File: config.mk
export PLATFORM = sky130hd
export DESIGN_NAME = dmem_arbiter_flat
export DESIGN_NICKNAME = d
export VERILOG_FILES = /design/src/rtl/dmem_arb_pkg.sv /design/src/rtl/dmem_arbiter_if.sv /design/src/rtl/arb_starve_ctr.sv /design/src/rtl/dmem_arbiter.sv /design/src/flat_wrapper.sv
export SDC_FILE = /design/constraint.sdc
export NUM_CORES = 1
export LEC_CHECK = 0
export ABC_CLOCK_PERIOD_IN_PS = 2100
export CORE_AREA = 2 2 92 94
export CTS_CLUSTER_SIZE = 14
export DETAILED_ROUTE_END_ITERATION = 8
export DIE_AREA = 0 0 94 96
export DONT_BUFFER_PORTS = 1
export SLEW_MARGIN = 0
export SYNTH_ARGS = -nofsm -noshare
export SYNTH_HDL_FRONTEND = slang
export SYNTH_SLANG_ARGS = --single-unit
File: constraint.sdc
create_clock -name clk -period 2.1 [get_ports clk]
set_input_delay 0.525 -clock clk [delete_from_list [all_inputs] [get_ports clk]]
set_output_delay 0.525 -clock clk [all_outputs]
set_load 0.01 [all_outputs]
File: src/rtl/dmem_arb_pkg.sv
// rtl/dmem_arb_pkg.sv - shared types and default widths for the data-memory arbiter
package dmem_arb_pkg;

  localparam int DMEM_DATA_W = 32;
  localparam int DMEM_ADDR_W = 9;

  typedef enum logic {
    S_IDLE = 1'b0,
    S_RESP = 1'b1
  } arb_state_t;

  // One data-memory access as presented to the memory port.
  typedef struct packed {
    logic                   rd;
    logic                   wr;
    logic [DMEM_ADDR_W-1:0] addr;
    logic [DMEM_DATA_W-1:0] wdata;
    logic [2:0]             funct3;
  } dmem_req_t;

endpackage

File: src/rtl/dmem_arbiter_if.sv
// rtl/dmem_arbiter_if.sv - external loader/debug request and response channels
interface dmem_arbiter_if
  import dmem_arb_pkg::*;
#(
  parameter int DATA_W     = DMEM_DATA_W,
  parameter int DM_ADDRESS = DMEM_ADDR_W
);

  logic                  ext_req_valid;
  logic                  ext_req_ready;
  logic                  ext_req_we;
  logic [DM_ADDRESS-1:0] ext_req_addr;
  logic [DATA_W-1:0]     ext_req_wdata;
  logic [2:0]            ext_req_funct3;
  logic                  ext_rsp_valid;
  logic                  ext_rsp_ready;
  logic [DATA_W-1:0]     ext_rsp_rdata;

  modport master (
    output ext_req_valid,
    input  ext_req_ready,
    output ext_req_we,
    output ext_req_addr,
    output ext_req_wdata,
    output ext_req_funct3,
    input  ext_rsp_valid,
    output ext_rsp_ready,
    input  ext_rsp_rdata
  );

  modport slave (
    input  ext_req_valid,
    output ext_req_ready,
    input  ext_req_we,
    input  ext_req_addr,
    input  ext_req_wdata,
    input  ext_req_funct3,
    output ext_rsp_valid,
    input  ext_rsp_ready,
    output ext_rsp_rdata
  );

endinterface

File: src/rtl/arb_starve_ctr.sv
// rtl/arb_starve_ctr.sv - saturating count of cycles the external requester was blocked
module arb_starve_ctr #(
  parameter  int LIMIT = 4,
  localparam int CW    = (LIMIT > 0) ? $clog2(LIMIT + 1) : 1
) (
  input  logic clk,
  input  logic reset,
  input  logic inc,
  input  logic clr,
  output logic at_limit
);

  localparam logic [CW-1:0] LIM = CW'(LIMIT);

  logic [CW-1:0] cnt;

  // With LIMIT = 0 the count never leaves zero, so at_limit is permanently set.
  assign at_limit = (cnt == LIM);

  always_ff @(posedge clk) begin
    if (!reset || clr) begin
      cnt <= '0;
    end else if (inc && !at_limit) begin
      cnt <= cnt + 1'b1;
    end
  end

endmodule

File: src/rtl/dmem_arbiter.sv
// rtl/dmem_arbiter.sv - shares the data-memory port between the MEM stage and an external requester
module dmem_arbiter
  import dmem_arb_pkg::*;
#(
  parameter int DATA_W       = DMEM_DATA_W,
  parameter int DM_ADDRESS   = DMEM_ADDR_W,
  parameter int STARVE_LIMIT = 4
) (
  input  logic                  clk,
  input  logic                  reset,
  input  logic                  cpu_rd,
  input  logic                  cpu_wr,
  input  logic [DM_ADDRESS-1:0] cpu_addr,
  input  logic [DATA_W-1:0]     cpu_wdata,
  input  logic [2:0]            cpu_funct3,
  output logic [DATA_W-1:0]     cpu_rdata,
  output logic                  cpu_stall,
  dmem_arbiter_if.slave         ext,
  output logic                  mem_rd,
  output logic                  mem_wr,
  output logic [DM_ADDRESS-1:0] mem_addr,
  output logic [DATA_W-1:0]     mem_wdata,
  output logic [2:0]            mem_funct3,
  input  logic [DATA_W-1:0]     mem_rdata
);

  arb_state_t        state;
  logic [DATA_W-1:0] rsp_data;
  logic              cpu_acc;
  logic              ext_elig;
  logic              grant_ext;
  logic              at_limit;
  dmem_req_t         cpu_req;
  dmem_req_t         ext_req;
  dmem_req_t         mem_req;

  // Everything that reaches memory or the handshakes is qualified by reset.
  always_comb begin
    cpu_acc   = cpu_rd | cpu_wr;
    ext_elig  = reset & ext.ext_req_valid & (state == S_IDLE);
    grant_ext = ext_elig & (~cpu_acc | at_limit);

    cpu_req        = '0;
    cpu_req.rd     = cpu_rd;
    cpu_req.wr     = cpu_wr;
    cpu_req.addr   = cpu_addr;
    cpu_req.wdata  = cpu_wdata;
    cpu_req.funct3 = cpu_funct3;

    ext_req        = '0;
    ext_req.rd     = ~ext.ext_req_we;
    ext_req.wr     = ext.ext_req_we;
    ext_req.addr   = ext.ext_req_addr;
    ext_req.wdata  = ext.ext_req_wdata;
    ext_req.funct3 = ext.ext_req_funct3;

    mem_req = grant_ext ? ext_req : cpu_req;
  end

  assign mem_rd     = reset & mem_req.rd;
  assign mem_wr     = reset & mem_req.wr;
  assign mem_addr   = mem_req.addr;
  assign mem_wdata  = mem_req.wdata;
  assign mem_funct3 = mem_req.funct3;

  assign cpu_stall = cpu_acc & grant_ext;
  assign cpu_rdata = (reset & cpu_acc & ~grant_ext) ? mem_rdata : '0;

  assign ext.ext_req_ready = grant_ext;
  assign ext.ext_rsp_valid = reset & (state == S_RESP);
  assign ext.ext_rsp_rdata = rsp_data;

  arb_starve_ctr #(
    .LIMIT (STARVE_LIMIT)
  ) u_starve_ctr (
    .clk      (clk),
    .reset    (reset),
    .inc      (ext_elig & ~grant_ext),
    .clr      (~ext.ext_req_valid | grant_ext),
    .at_limit (at_limit)
  );

  // A granted access is captured once; the response holds until taken.
  always_ff @(posedge clk) begin
    if (!reset) begin
      state    <= S_IDLE;
      rsp_data <= '0;
    end else if (state == S_IDLE) begin
      if (grant_ext) begin
        state    <= S_RESP;
        rsp_data <= ext.ext_req_we ? '0 : mem_rdata;
      end
    end else if (ext.ext_rsp_ready) begin
      state <= S_IDLE;
    end
  end

endmodule

File: src/flat_wrapper.sv
// flat-port wrapper written by rule: the top's interface ports become plain ports
module dmem_arbiter_flat import dmem_arb_pkg::*;
#(
  parameter int DATA_W       = DMEM_DATA_W,
  parameter int DM_ADDRESS   = DMEM_ADDR_W,
  parameter int STARVE_LIMIT = 4
)
  (clk, reset, cpu_rd, cpu_wr, cpu_addr, cpu_wdata, cpu_funct3, cpu_rdata, cpu_stall, mem_rd, mem_wr, mem_addr, mem_wdata, mem_funct3, mem_rdata, ext_ext_req_valid, ext_ext_req_ready, ext_ext_req_we, ext_ext_req_addr, ext_ext_req_wdata, ext_ext_req_funct3, ext_ext_rsp_valid, ext_ext_rsp_ready, ext_ext_rsp_rdata);
  dmem_arbiter_if #(.DATA_W(DATA_W), .DM_ADDRESS(DM_ADDRESS)) ext_i ();
  input  logic clk;
  input  logic reset;
  input  logic cpu_rd;
  input  logic cpu_wr;
  input  logic [DM_ADDRESS-1:0] cpu_addr;
  input  logic [DATA_W-1:0] cpu_wdata;
  input  logic [2:0] cpu_funct3;
  output logic [DATA_W-1:0] cpu_rdata;
  output logic cpu_stall;
  output logic mem_rd;
  output logic mem_wr;
  output logic [DM_ADDRESS-1:0] mem_addr;
  output logic [DATA_W-1:0] mem_wdata;
  output logic [2:0] mem_funct3;
  input  logic [DATA_W-1:0] mem_rdata;
  input wire logic [$bits(ext_i.ext_req_valid)-1:0] ext_ext_req_valid;
  output wire logic [$bits(ext_i.ext_req_ready)-1:0] ext_ext_req_ready;
  input wire logic [$bits(ext_i.ext_req_we)-1:0] ext_ext_req_we;
  input wire logic [$bits(ext_i.ext_req_addr)-1:0] ext_ext_req_addr;
  input wire logic [$bits(ext_i.ext_req_wdata)-1:0] ext_ext_req_wdata;
  input wire logic [$bits(ext_i.ext_req_funct3)-1:0] ext_ext_req_funct3;
  output wire logic [$bits(ext_i.ext_rsp_valid)-1:0] ext_ext_rsp_valid;
  input wire logic [$bits(ext_i.ext_rsp_ready)-1:0] ext_ext_rsp_ready;
  output wire logic [$bits(ext_i.ext_rsp_rdata)-1:0] ext_ext_rsp_rdata;
  assign ext_i.ext_req_valid = ext_ext_req_valid;
  assign ext_ext_req_ready = ext_i.ext_req_ready;
  assign ext_i.ext_req_we = ext_ext_req_we;
  assign ext_i.ext_req_addr = ext_ext_req_addr;
  assign ext_i.ext_req_wdata = ext_ext_req_wdata;
  assign ext_i.ext_req_funct3 = ext_ext_req_funct3;
  assign ext_ext_rsp_valid = ext_i.ext_rsp_valid;
  assign ext_i.ext_rsp_ready = ext_ext_rsp_ready;
  assign ext_ext_rsp_rdata = ext_i.ext_rsp_rdata;
  dmem_arbiter #(.DATA_W(DATA_W), .DM_ADDRESS(DM_ADDRESS), .STARVE_LIMIT(STARVE_LIMIT)) u_core (.clk(clk), .reset(reset), .cpu_rd(cpu_rd), .cpu_wr(cpu_wr), .cpu_addr(cpu_addr), .cpu_wdata(cpu_wdata), .cpu_funct3(cpu_funct3), .cpu_rdata(cpu_rdata), .cpu_stall(cpu_stall), .ext(ext_i), .mem_rd(mem_rd), .mem_wr(mem_wr), .mem_addr(mem_addr), .mem_wdata(mem_wdata), .mem_funct3(mem_funct3), .mem_rdata(mem_rdata));
endmodule
==> results.txt <==
Avg WL per Cell -> 21.8 um
FP Rows -> 33
startpoint types -> flip-flop
CTS Root Cell -> clkbuf_8
synth unique cells -> 27
final WL -> 8.26 mm
Post-Synthesis Cells -> 260
CP endpoint kind -> output port
vias in the first global route -> 1837
Max-Cap Viols -> 0
n_diodes -> 0
Worst Setup SP -> u_core.u_starve_ctr.cnt[0]$_SDFFE_PP0P_
clk_lat worst skew -> 280 ps
HPWL Detailed -> 5.91 mm
Tcrit/Tclk final -> 1.07
die height -> 96 um
worst setup margin -> -154 ps
sequential area share after synthesis -> 0.284
global placement routability congestion -> 0.721
Hold Path Class -> input port to flip-flop
Max clock buf depth -> 2
layout cell share with drive strength beyond 1 -> 0.442
final instance area -> 3110 um^2
RSZ-0062 raised after global routing -> yes
Hold Vio Cnt, Final -> 0
post-synth top area share -> 0.284
# IOs -> 240
FF/Latch Area -> 724 um^2
pre-CTS WS -> -60.7 ps
Worst Path Max Fanout -> 12
overall die area -> 9020 um^2
initial antenna violation count -> 0
placed insts -> 357
clk_skew -> 7.86 ps
htree depth -> 2
core area -> 8050 um^2
ANT nets after route -> 0
Synth area leaders -> dfxtp_1 (28%), mux2_4 (25%), mux2i_1 (13%), nand2_1 (10%), and2_1 (8.1%)
residual DRC count -> 0
Power per Cell Area -> 550 nW/um^2
Worst VDD drop -> 0.000380 V
Achievable Freq -> 444 MHz
first-pass GRT wire length -> 10.5 mm
Final nets -> 402
Static Leakage -> 1.26 nW
die width -> 94 um
commonest non-fill, non-tap cell in the layout -> nand2_1
drt initial violations -> 49
Setup CP Type -> flip-flop to output port
CP endpoint -> mem_addr[8]
Worst-path clk slew -> 80 ps
warning count from the yosys run -> 0
Reg-to-Reg Start -> u_core.u_starve_ctr.cnt[0]$_SDFFE_PP0P_
Num CTS Buffers -> 5
final hold slack -> 376 ps
FF-to-FF End -> u_core.ext.ext_rsp_rdata[2]$_SDFFE_PN0P_
Reg2Reg Setup Slack -> 400 ps
total track usage -> 0.154
TNS Setup -> -9640 ps
Synth Net Count -> 389
Rel. slew slack -> 0.800
Multi-input gate area -> 1750 um^2
Syn Area/Cell -> 9.76 um^2
I/O Buffers -> 0
placed inst area -> 2600 um^2
Data arrival, critical path -> 1730 ps
clk sinks -> 36
Final Critical Period -> 2250 ps
routed via count -> 1898
flops & latches, synth -> 36
area grow syn2layout -> 22.6%
pin count of the biggest net entering global routing -> 39
fill cell count -> 783
worst hold stages -> 2
max-slew violation count -> 0
Data required, critical path -> 1570 ps
GR Overflow Total -> 0
r2r worst-path depth -> 9
failing checks -> setup timing
Slew @ Worst Pin -> 292 ps
CTS tree -> yes
Yosys top cell by area -> dfxtp_1
Synth Cell Area -> 2540 um^2
Initial Util -> 0.315
1st-pass router iterations -> 4
Via density -> 5.01
outcome -> finished, violations left
non-filler cells, final -> 379
setup violators final -> 80
most frequent cells in the layout -> nand2_1 (70), mux2_4 (44), mux2i_1 (33), dfxtp_1 (33), and2_4 (32)
-- synthesized netlist by cell type (all sizes together) --
cell     instances
nand2           70
mux2            44
dfxtp           36
and2            33
mux2i           33
buf             10
clkbuf          10
a21oi            4
inv              4
o21ai            3
ha               2
a21o             1
a2bb2oi          1
and3b            1
nand3            1
nand3b           1
nor2b            1
nor3             1
nor3b            1
o21a             1
o2bb2ai          1
or3              1
-- stage by stage --
stage	utilization	power (W)
floorplan	-	0.00100
global placement	0.323	0.00103
detailed placement	0.323	0.00104
CTS	0.376	0.00173
global route	0.386	0.00179
finish	0.386	0.00171
-- where the power goes --
part / switching [W] / internal, W / total, W
combinational: 0.000179 / 0.000215 / 0.000394
sequential: 0.0000193 / 0.000699 / 0.000718
clock: 0.000248 / 0.000351 / 0.000600
total: 0.000446 / 0.00127 / 0.00171
-- per-layer routing --
| layer | wire, um | track usage |
|---|---|---|
| met4 | 39 | 0.0350 |
| met3 | 818 | 0.0493 |
| met5 | 0 | 0 |
| met2 | 4520 | 0.291 |
| met1 | 2880 | 0.169 |
-- logic make-up (layout without fill, tap and decap cells) --
| kind of cell | after synthesis | count (layout) | share of synthesized area |
|---|---|---|---|
| flops | 36 | 36 | 0.284 |
| simple gates | 110 | 110 | 0.205 |
| mux | 77 | 77 | 0.389 |
| fa+ha+maj | 2 | 2 | 0.00986 |
| compound gates | 11 | 11 | 0.0306 |
| buf+inv | 24 | 38 | 0.0818 |
-- worst min path at each step --
stage / start / endpoint
2_1_floorplan: u_core.u_starve_ctr.cnt[1]$_SDFFE_PP0P_ / u_core.u_starve_ctr.cnt[1]$_SDFFE_PP0P_
3_3_place_gp: u_core.u_starve_ctr.cnt[1]$_SDFFE_PP0P_ / u_core.u_starve_ctr.cnt[1]$_SDFFE_PP0P_
3_5_place_dp: u_core.u_starve_ctr.cnt[1]$_SDFFE_PP0P_ / u_core.u_starve_ctr.cnt[1]$_SDFFE_PP0P_
4_1_cts: mem_rdata[14] / u_core.ext.ext_rsp_rdata[14]$_SDFFE_PN0P_
5_1_grt: mem_rdata[21] / u_core.ext.ext_rsp_rdata[21]$_SDFFE_PN0P_
6_report: mem_rdata[5] / u_core.ext.ext_rsp_rdata[5]$_SDFFE_PN0P_
-- state kept, by name, indices dropped and copies added, names as in the netlist --
name and flops:
u_core.ext.ext_rsp_rdata 32, u_core.state 1, u_core.u_starve_ctr.cnt 3
-- critical path: stages (launching register included) --
cell and delay [ps]:
dfxtp_2 330, inv_2 60, ha_4 150, a2bb2oi_4 70, nor3_4 160, buf_12 170
clkbuf_16 180, mux2_4 330
-- layout make-up --
cell class	count	area share
Clock buffer	5	0.0221
Clock inverter	3	0.0137
Inverter	4	0.00483
Multi-Input combinational cell	200	0.561
Sequential cell	36	0.233
Tap cell	105	0.0422
Timing Repair Buffer	26	0.123
-- repair_timing --
item / 4_1_cts / 5_1_grt
buffers inserted: 7 / 2
pin swaps: 15 / 3
hold buffers: 0 / 0
resized for setup: 50 / 10
setup endpoints to repair: 80 / 80
gates cloned: 4 / 2
Note: power is estimated with default switching activity, not from simulation.
